==> src/rtl/mips_pkg.sv <==
// mips_pkg: shared MIPS decode encodings (ALU op codes, control-bit layout, widths)
package mips_pkg;
    localparam int CTRL_W     = 7;
    localparam int ALU_OP_W   = 3;
    localparam int REG_ADDR_W = 5;

    // Bit positions inside ctrl = {branch, reg_dst, alu_src, mem_read, mem_write, mem_to_reg, reg_write}
    localparam int CTRL_REG_WRITE  = 0;
    localparam int CTRL_MEM_TO_REG = 1;
    localparam int CTRL_MEM_WRITE  = 2;
    localparam int CTRL_MEM_READ   = 3;
    localparam int CTRL_ALU_SRC    = 4;
    localparam int CTRL_REG_DST    = 5;
    localparam int CTRL_BRANCH     = 6;

    typedef enum logic [ALU_OP_W-1:0] {
        ALU_ADD  = 3'h0,
        ALU_SUB  = 3'h1,
        ALU_AND  = 3'h2,
        ALU_OR   = 3'h3,
        ALU_SLT  = 3'h4,
        ALU_ORI  = 3'h5,
        ALU_ANDI = 3'h6,
        ALU_NOR  = 3'h7
    } alu_op_e;

    function automatic int id_ex_payload_w(input int dw);
        return 4 * dw + 2 * REG_ADDR_W + ALU_OP_W + CTRL_W;
    endfunction
endpackage

==> src/rtl/id_ex_skid_buffer.sv <==
// id_ex_skid_buffer: valid/ready pipeline register; ID_EX_SKID_EN adds a skid entry
// so in_ready becomes a registered signal (skid entry empty).
module id_ex_skid_buffer #(
    parameter int W = 8
) (
    input  logic         clk,
    input  logic         rst,
    input  logic         i_flush,
    input  logic         i_valid,
    output logic         o_ready,
    input  logic [W-1:0] i_data,
    output logic         o_valid,
    input  logic         i_ready,
    output logic [W-1:0] o_data
);
    logic         r_valid;
    logic [W-1:0] r_data;

    assign o_valid = r_valid;
    assign o_data  = r_data;

`ifdef ID_EX_SKID_EN
    logic         r_s_valid;
    logic         r_ready;
    logic [W-1:0] r_s_data;
    logic         w_in;
    logic         w_out;
    logic         w_s_valid_nxt;

    assign o_ready       = r_ready || i_flush;
    assign w_in          = i_valid && r_ready && !i_flush;
    assign w_out         = r_valid && i_ready;
    // Skid fills only when main is held and cannot drain; it empties on the next drain.
    assign w_s_valid_nxt = r_s_valid ? !w_out : (r_valid && !w_out && w_in);

    always_ff @(posedge clk or posedge rst) begin
        if (rst) begin
            r_valid   <= 1'b0;
            r_data    <= '0;
            r_s_valid <= 1'b0;
            r_s_data  <= '0;
            r_ready   <= 1'b0;
        end else if (i_flush) begin
            r_valid   <= 1'b0;
            r_s_valid <= 1'b0;
            r_ready   <= 1'b1;
        end else begin
            r_s_valid <= w_s_valid_nxt;
            r_ready   <= !w_s_valid_nxt;
            if (r_s_valid) begin
                if (w_out) r_data <= r_s_data;
            end else if (w_in && (!r_valid || w_out)) begin
                r_valid <= 1'b1;
                r_data  <= i_data;
            end else if (w_in) begin
                r_s_data <= i_data;
            end else if (w_out) begin
                r_valid <= 1'b0;
            end
        end
    end
`else
    logic w_in;

    assign o_ready = !r_valid || i_ready || i_flush;
    assign w_in    = i_valid && o_ready && !i_flush;

    always_ff @(posedge clk or posedge rst) begin
        if (rst) begin
            r_valid <= 1'b0;
            r_data  <= '0;
        end else if (i_flush) begin
            r_valid <= 1'b0;
        end else if (w_in) begin
            r_valid <= 1'b1;
            r_data  <= i_data;
        end else if (i_ready) begin
            r_valid <= 1'b0;
        end
    end
`endif
endmodule

==> src/rtl/id_ex_stage_reg.sv <==
// id_ex_stage_reg: ID/EX pipeline register with valid/ready handshake and flush.
// Build option ID_EX_SKID_EN selects the two-entry skid storage.
module id_ex_stage_reg
    import mips_pkg::*;
#(
    parameter int DATA_WIDTH = 32
) (
    input  logic                  clk,
    input  logic                  reset,
    input  logic                  in_valid,
    output logic                  in_ready,
    input  logic [DATA_WIDTH-1:0] in_pc_plus4,
    input  logic [DATA_WIDTH-1:0] in_rs_data,
    input  logic [DATA_WIDTH-1:0] in_rt_data,
    input  logic [DATA_WIDTH-1:0] in_imm_ext,
    input  logic [4:0]            in_rt_addr,
    input  logic [4:0]            in_rd_addr,
    input  logic [2:0]            in_alu_op,
    input  logic [6:0]            in_ctrl,
    input  logic                  flush,
    output logic                  out_valid,
    input  logic                  out_ready,
    output logic [DATA_WIDTH-1:0] out_pc_plus4,
    output logic [DATA_WIDTH-1:0] out_rs_data,
    output logic [DATA_WIDTH-1:0] out_rt_data,
    output logic [DATA_WIDTH-1:0] out_imm_ext,
    output logic [4:0]            out_rt_addr,
    output logic [4:0]            out_rd_addr,
    output logic [2:0]            out_alu_op,
    output logic [6:0]            out_ctrl
);
    localparam int PW = id_ex_payload_w(DATA_WIDTH);

    logic [PW-1:0]     w_in_data;
    logic [PW-1:0]     w_out_data;
    logic [CTRL_W-1:0] w_ctrl;

    assign w_in_data = {in_pc_plus4, in_rs_data, in_rt_data, in_imm_ext,
                        in_rt_addr, in_rd_addr, in_alu_op, in_ctrl};

    id_ex_skid_buffer #(.W(PW)) u_buf (
        .clk     (clk),
        .rst     (reset),
        .i_flush (flush),
        .i_valid (in_valid),
        .o_ready (in_ready),
        .i_data  (w_in_data),
        .o_valid (out_valid),
        .i_ready (out_ready),
        .o_data  (w_out_data)
    );

    assign {out_pc_plus4, out_rs_data, out_rt_data, out_imm_ext,
            out_rt_addr, out_rd_addr, out_alu_op, w_ctrl} = w_out_data;
    // A bubble must never carry reg_write/mem_write to execute.
    assign out_ctrl = out_valid ? w_ctrl : '0;
endmodule

==> config.mk <==
export PLATFORM = sky130hd
export DESIGN_NAME = id_ex_stage_reg
export DESIGN_NICKNAME = d
export VERILOG_FILES = /design/src/rtl/mips_pkg.sv /design/src/rtl/id_ex_skid_buffer.sv /design/src/rtl/id_ex_stage_reg.sv
export SDC_FILE = /design/constraint.sdc
export NUM_CORES = 1
export LEC_CHECK = 0
export ABC_AREA = 1
export BUFFER_PORTS_ARGS = -buffer_cell sky130_fd_sc_hd__buf_4
export CAP_MARGIN = 15
export CORE_MARGIN = 8
export CORE_UTILIZATION = 29
export DETAILED_ROUTE_END_ITERATION = 10
export GPL_ROUTABILITY_DRIVEN = 0
export GPL_TIMING_DRIVEN = 1
export PLACE_DENSITY = 0.56
export RECOVER_POWER = 50
export SLEW_MARGIN = 20
export SYNTH_ARGS = -nofsm -noshare
export SYNTH_HDL_FRONTEND = slang
export SYNTH_HIERARCHICAL = 1
export SYNTH_SLANG_ARGS = --single-unit
==> constraint.sdc <==
create_clock -name clk -period 14.3 [get_ports clk]
set_clock_uncertainty 0.15 [all_clocks]
set_input_delay 2.86 -clock clk [delete_from_list [all_inputs] [get_ports clk]]
set_output_delay 2.86 -clock clk [all_outputs]
set_load 0.005 [all_outputs]
== Yosys cells after proc, flatten, opt, wreduce, memory -nomap -nowiden ==
Index checks and enable logic that the tools add are counted.
Word-level totals
  output and inout port bits: 150
  flip-flop bits (word level): 149
  bits of input ports: 153
  logic and storage cells: 15
Operators by class
  reductions and logical operators: 8
  bitwise operators: 1
  multiplexer cells: 4
Operator list (number)
  $mux 7: 1
  $mux 1: 3
  $reduce_bool 3->1: 1
  $logic_and 1x1->1: 2
  $logic_not 1->1: 2
  $logic_or 1x1->1: 2
  $reduce_and 2->1: 1
  $not 1->1: 1

== Logic depth before layout (Yosys ltp) ==
  depth after elaboration: 7
  depth in mapped cells: 7
  gate-level depth less buffers: 5

== Cells and area by module ==
Netlist, hierarchy kept.
Modules (own cells, without submodules)
  id_ex_skid_buffer: times used 1, area each 6148.4 µm², cells each 665
  id_ex_stage_reg: times used 1, area each 52.6 µm², cells each 14

== Worst setup path before layout ==
OpenSTA, ideal clock, no wires.
  path kind: input-to-output
  from: input port flush
  to: output port in_ready
  arrival: 3.216 ns
  stages: 3
  path slack: 8.074 ns
  required time: 11.290 ns
  cell sequence: inv_2 buf_2 nand3_1
Between the ends
  cells in the longest elaborated chain, start to end: 1
Ends and longest elaborated chain
  from (decl): line id_ex_stage_reg.sv:20  | input logic flush,
  $logic_or 1x1->1: line id_ex_skid_buffer.sv:65  | assign o_ready = !r_valid || i_ready || i_flush;
  to (decl): line id_ex_stage_reg.sv:11  | output logic in_ready,
Every way passes these cells.

== Final worst setup path ==
Same ends and word-level chain as after synthesis.

==> impl_metrics.env <==
export IMPL_grt_usage_pct=16.4
export IMPL_placed_cell_area_um2=8520
export IMPL_yosys_top_cells_count="304 x nand2_1, 149 x dfrtp_1, 148 x nand4_1"
export IMPL_drtIter0Drc=441
export IMPL_tightest_slew_ns=3.44
export IMPL_routed_wl_um=22100
export IMPL_synthesis_nets=832
export IMPL_postCtsSetupBuffers=0
export IMPL_cts_resized=0
export IMPL_cts_reportedPaths_clkPinSlew_ns=0.06
export IMPL_cts_root_buffer="clkbuf_16"
export IMPL_cts_htree_levels=4
export IMPL_fmax_ghz=0.145
export IMPL_wl_per_cell_um=18.0
export IMPL_port_buffers=302
export IMPL_tns_ns=0
export IMPL_setup_violations_final=0
export IMPL_ir_drop_mv=0.0729
export IMPL_slew_headroom_pct=-131
export IMPL_start_util_pct=29.5
export IMPL_yosys_warnings=6
export IMPL_setup_worst_path_end_class="output pin"
export IMPL_nets=1093
export IMPL_worstPathRequired_ns=11.29
export IMPL_ys_async_sr_fraction_pct=100
export IMPL_die_area_um2=26300
export IMPL_drive_gt1_share_pct=27.0
export IMPL_max_cap_violations=1
export IMPL_rsz0062_at_grt="no"
export IMPL_die_y_um=162
export IMPL_period_share_pct=48.4
export IMPL_grt_overflow_total=0
export IMPL_yosysTopAreaCellShare_pct=60.1
export IMPL_cts_buffers_inserted=17
export IMPL_violations="capacitance limit, slew limit"
export IMPL_syn_area_um2=6200
export IMPL_antenna_found_initial=1
export IMPL_hold_violations=0
export IMPL_ys_flop_type="dfrtp_1"
export IMPL_areaGrowthSynthToFinish_pct=42.0
export IMPL_ys_types=12
export IMPL_dieWidth_um=162
export IMPL_min_period_ns=6.92
export IMPL_ios=303
export IMPL_hp_class="register to register"
export IMPL_synth_seq_cells=149
export IMPL_outcome="complete, but fails checks"
export IMPL_synth_top_area_cell="dfrtp_1"
export IMPL_grt_pass1_wl_um=34300
export IMPL_synth_area_per_cell_um2=9.13
export IMPL_cellLeakagePower_nw=4.65
export IMPL_insertion_delay_ns=0.41
export IMPL_grt_max_degree=104
export IMPL_hpwl_um=14600
export IMPL_syn_inst=679
export IMPL_ys_seq_area_share_pct=60.1
export IMPL_synth_area_leaders="dfrtp_1 60%, nand2_1 18%, nand4_1 15%, buf_2 3.5%, buf_4 1.3%"
export IMPL_cts_tree="built"
export IMPL_drt_vias_per_instance=4.71
export IMPL_slew_viol_final=79
export IMPL_start_kind="input port"
export IMPL_fp_row_count=53
export IMPL_drcViolationCount=0
export IMPL_dr_pass1_iters=5
export IMPL_grt_pass1_vias=5833
export IMPL_design_area_um2=8800
export IMPL_p_per_area_nw_per_um2=136
export IMPL_worstPathArrival_ns=3.91
export IMPL_rrSetupSlack_ns=11.29
export IMPL_synth_edf_count=0
export IMPL_cts_sinks=149
export IMPL_cp_max_fo=70
export IMPL_fillCellCount=2218
export IMPL_ctsHoldBuffers=0
export IMPL_ant_nets=0
export IMPL_worstSetupPathType="input port to output pin"
export IMPL_via_count=5790
export IMPL_coreArea_um2=21000
export IMPL_synth_most_common_cell="nand2_1"
export IMPL_clock_path_buffers=2
-- final timing paths --
check                           cells after the start                 to               from
worst max-delay path                                4           in_ready              flush
min in group asynchronous                           2  u_buf/o_data[124]              reset
worst max register to register                      5   u_buf/o_data[92]      u_buf/o_valid
max in group asynchronous                           3   u_buf/o_data[67]              reset
worst min register to register                      2  u_buf/o_data[128]  u_buf/o_data[128]
worst min-delay path                                2  u_buf/o_data[128]  u_buf/o_data[128]
-- power breakdown --
group          switching, W  internal [W]  total, W
clock              0.000181      0.000278  0.000459
sequential        0.0000339      0.000485  0.000518
combinational      0.000117     0.0000990  0.000216
total              0.000331      0.000862   0.00119
-- cells in the final DEF, fill, tap and decap left out --
master,instances
dfrtp_1,149
clkinv_4,1
inv_1,8
clkbuf_16,17
clkbuf_4,64
nand3_1,1
nand2_1,304
buf_4,158
clkbuf_8,1
nand3_4,1
clkinvlp_4,2
nand4_1,148
clkinvlp_2,1
nand2_4,1
bufinv_16,3
buf_6,1
inv_6,2
inv_4,1
diode_2,1
clkbuf_1,83
clkinv_2,4
buf_1,2
-- cell families (layout without fill, tap and decap cells) --
logic type	count (synthesis)	count (layout)	share of synthesized area (%)
buf+inv	75	348	6.19
flops	149	149	60.1
simple gates	455	455	33.7
other cells	0	1	0
-- stage by stage --
stage / util, % / hold WS, ns / power (W) / setup slack, ns / instances
after floorplan: - / 0.292 / 0.000616 / 7.28 / 679
after global placement: 40.5 / 0.305 / 0.000775 / 7.36 / 1196
after detailed placement: 40.5 / 0.308 / 0.000778 / 7.35 / 1196
after CTS: 43.4 / 0.324 / 0.00125 / 7.35 / 1227
after global routing: 41.9 / 0.337 / 0.00126 / 7.26 / 1228
final: 41.9 / 0.318 / 0.00119 / 7.38 / 1228
-- worst max-delay path, stage by stage --
cell and delay, ns:
buf_4 0.12, inv_4 0.52, nand3_1 0.21, buf_4 0.19
-- flip-flops by register name, summed over array words and instances (netlist names) --
| register | count |
|---|---|
| u_buf/o_data | 148 |
| u_buf/o_valid | 1 |
-- cell type report --
| cell class | count | area, um2 | area share [%] |
|---|---|---|---|
| Antenna cell | 1 | 2.50 | 0.0284 |
| Clock buffer | 19 | 443 | 5.03 |
| Clock inverter | 12 | 151 | 1.72 |
| Inverter | 10 | 41.3 | 0.469 |
| Multi-Input combinational cell | 455 | 2100 | 23.9 |
| Sequential cell | 149 | 3730 | 42.3 |
| Tap cell | 275 | 344 | 3.91 |
| Timing Repair Buffer | 307 | 1990 | 22.6 |
-- per-layer routing --
metal	share of wire (%)	GRT usage, %	vias to the layer above	routed length [um]
met2	47	25.2	202	10400
met5	0	0	-	0
met1	43	20.6	2745	9420
li1	-	-	2818	-
met4	1.8	5.01	0	399
met3	8.4	6.73	25	1850
Note: power is estimated with default switching activity, not from simulation.
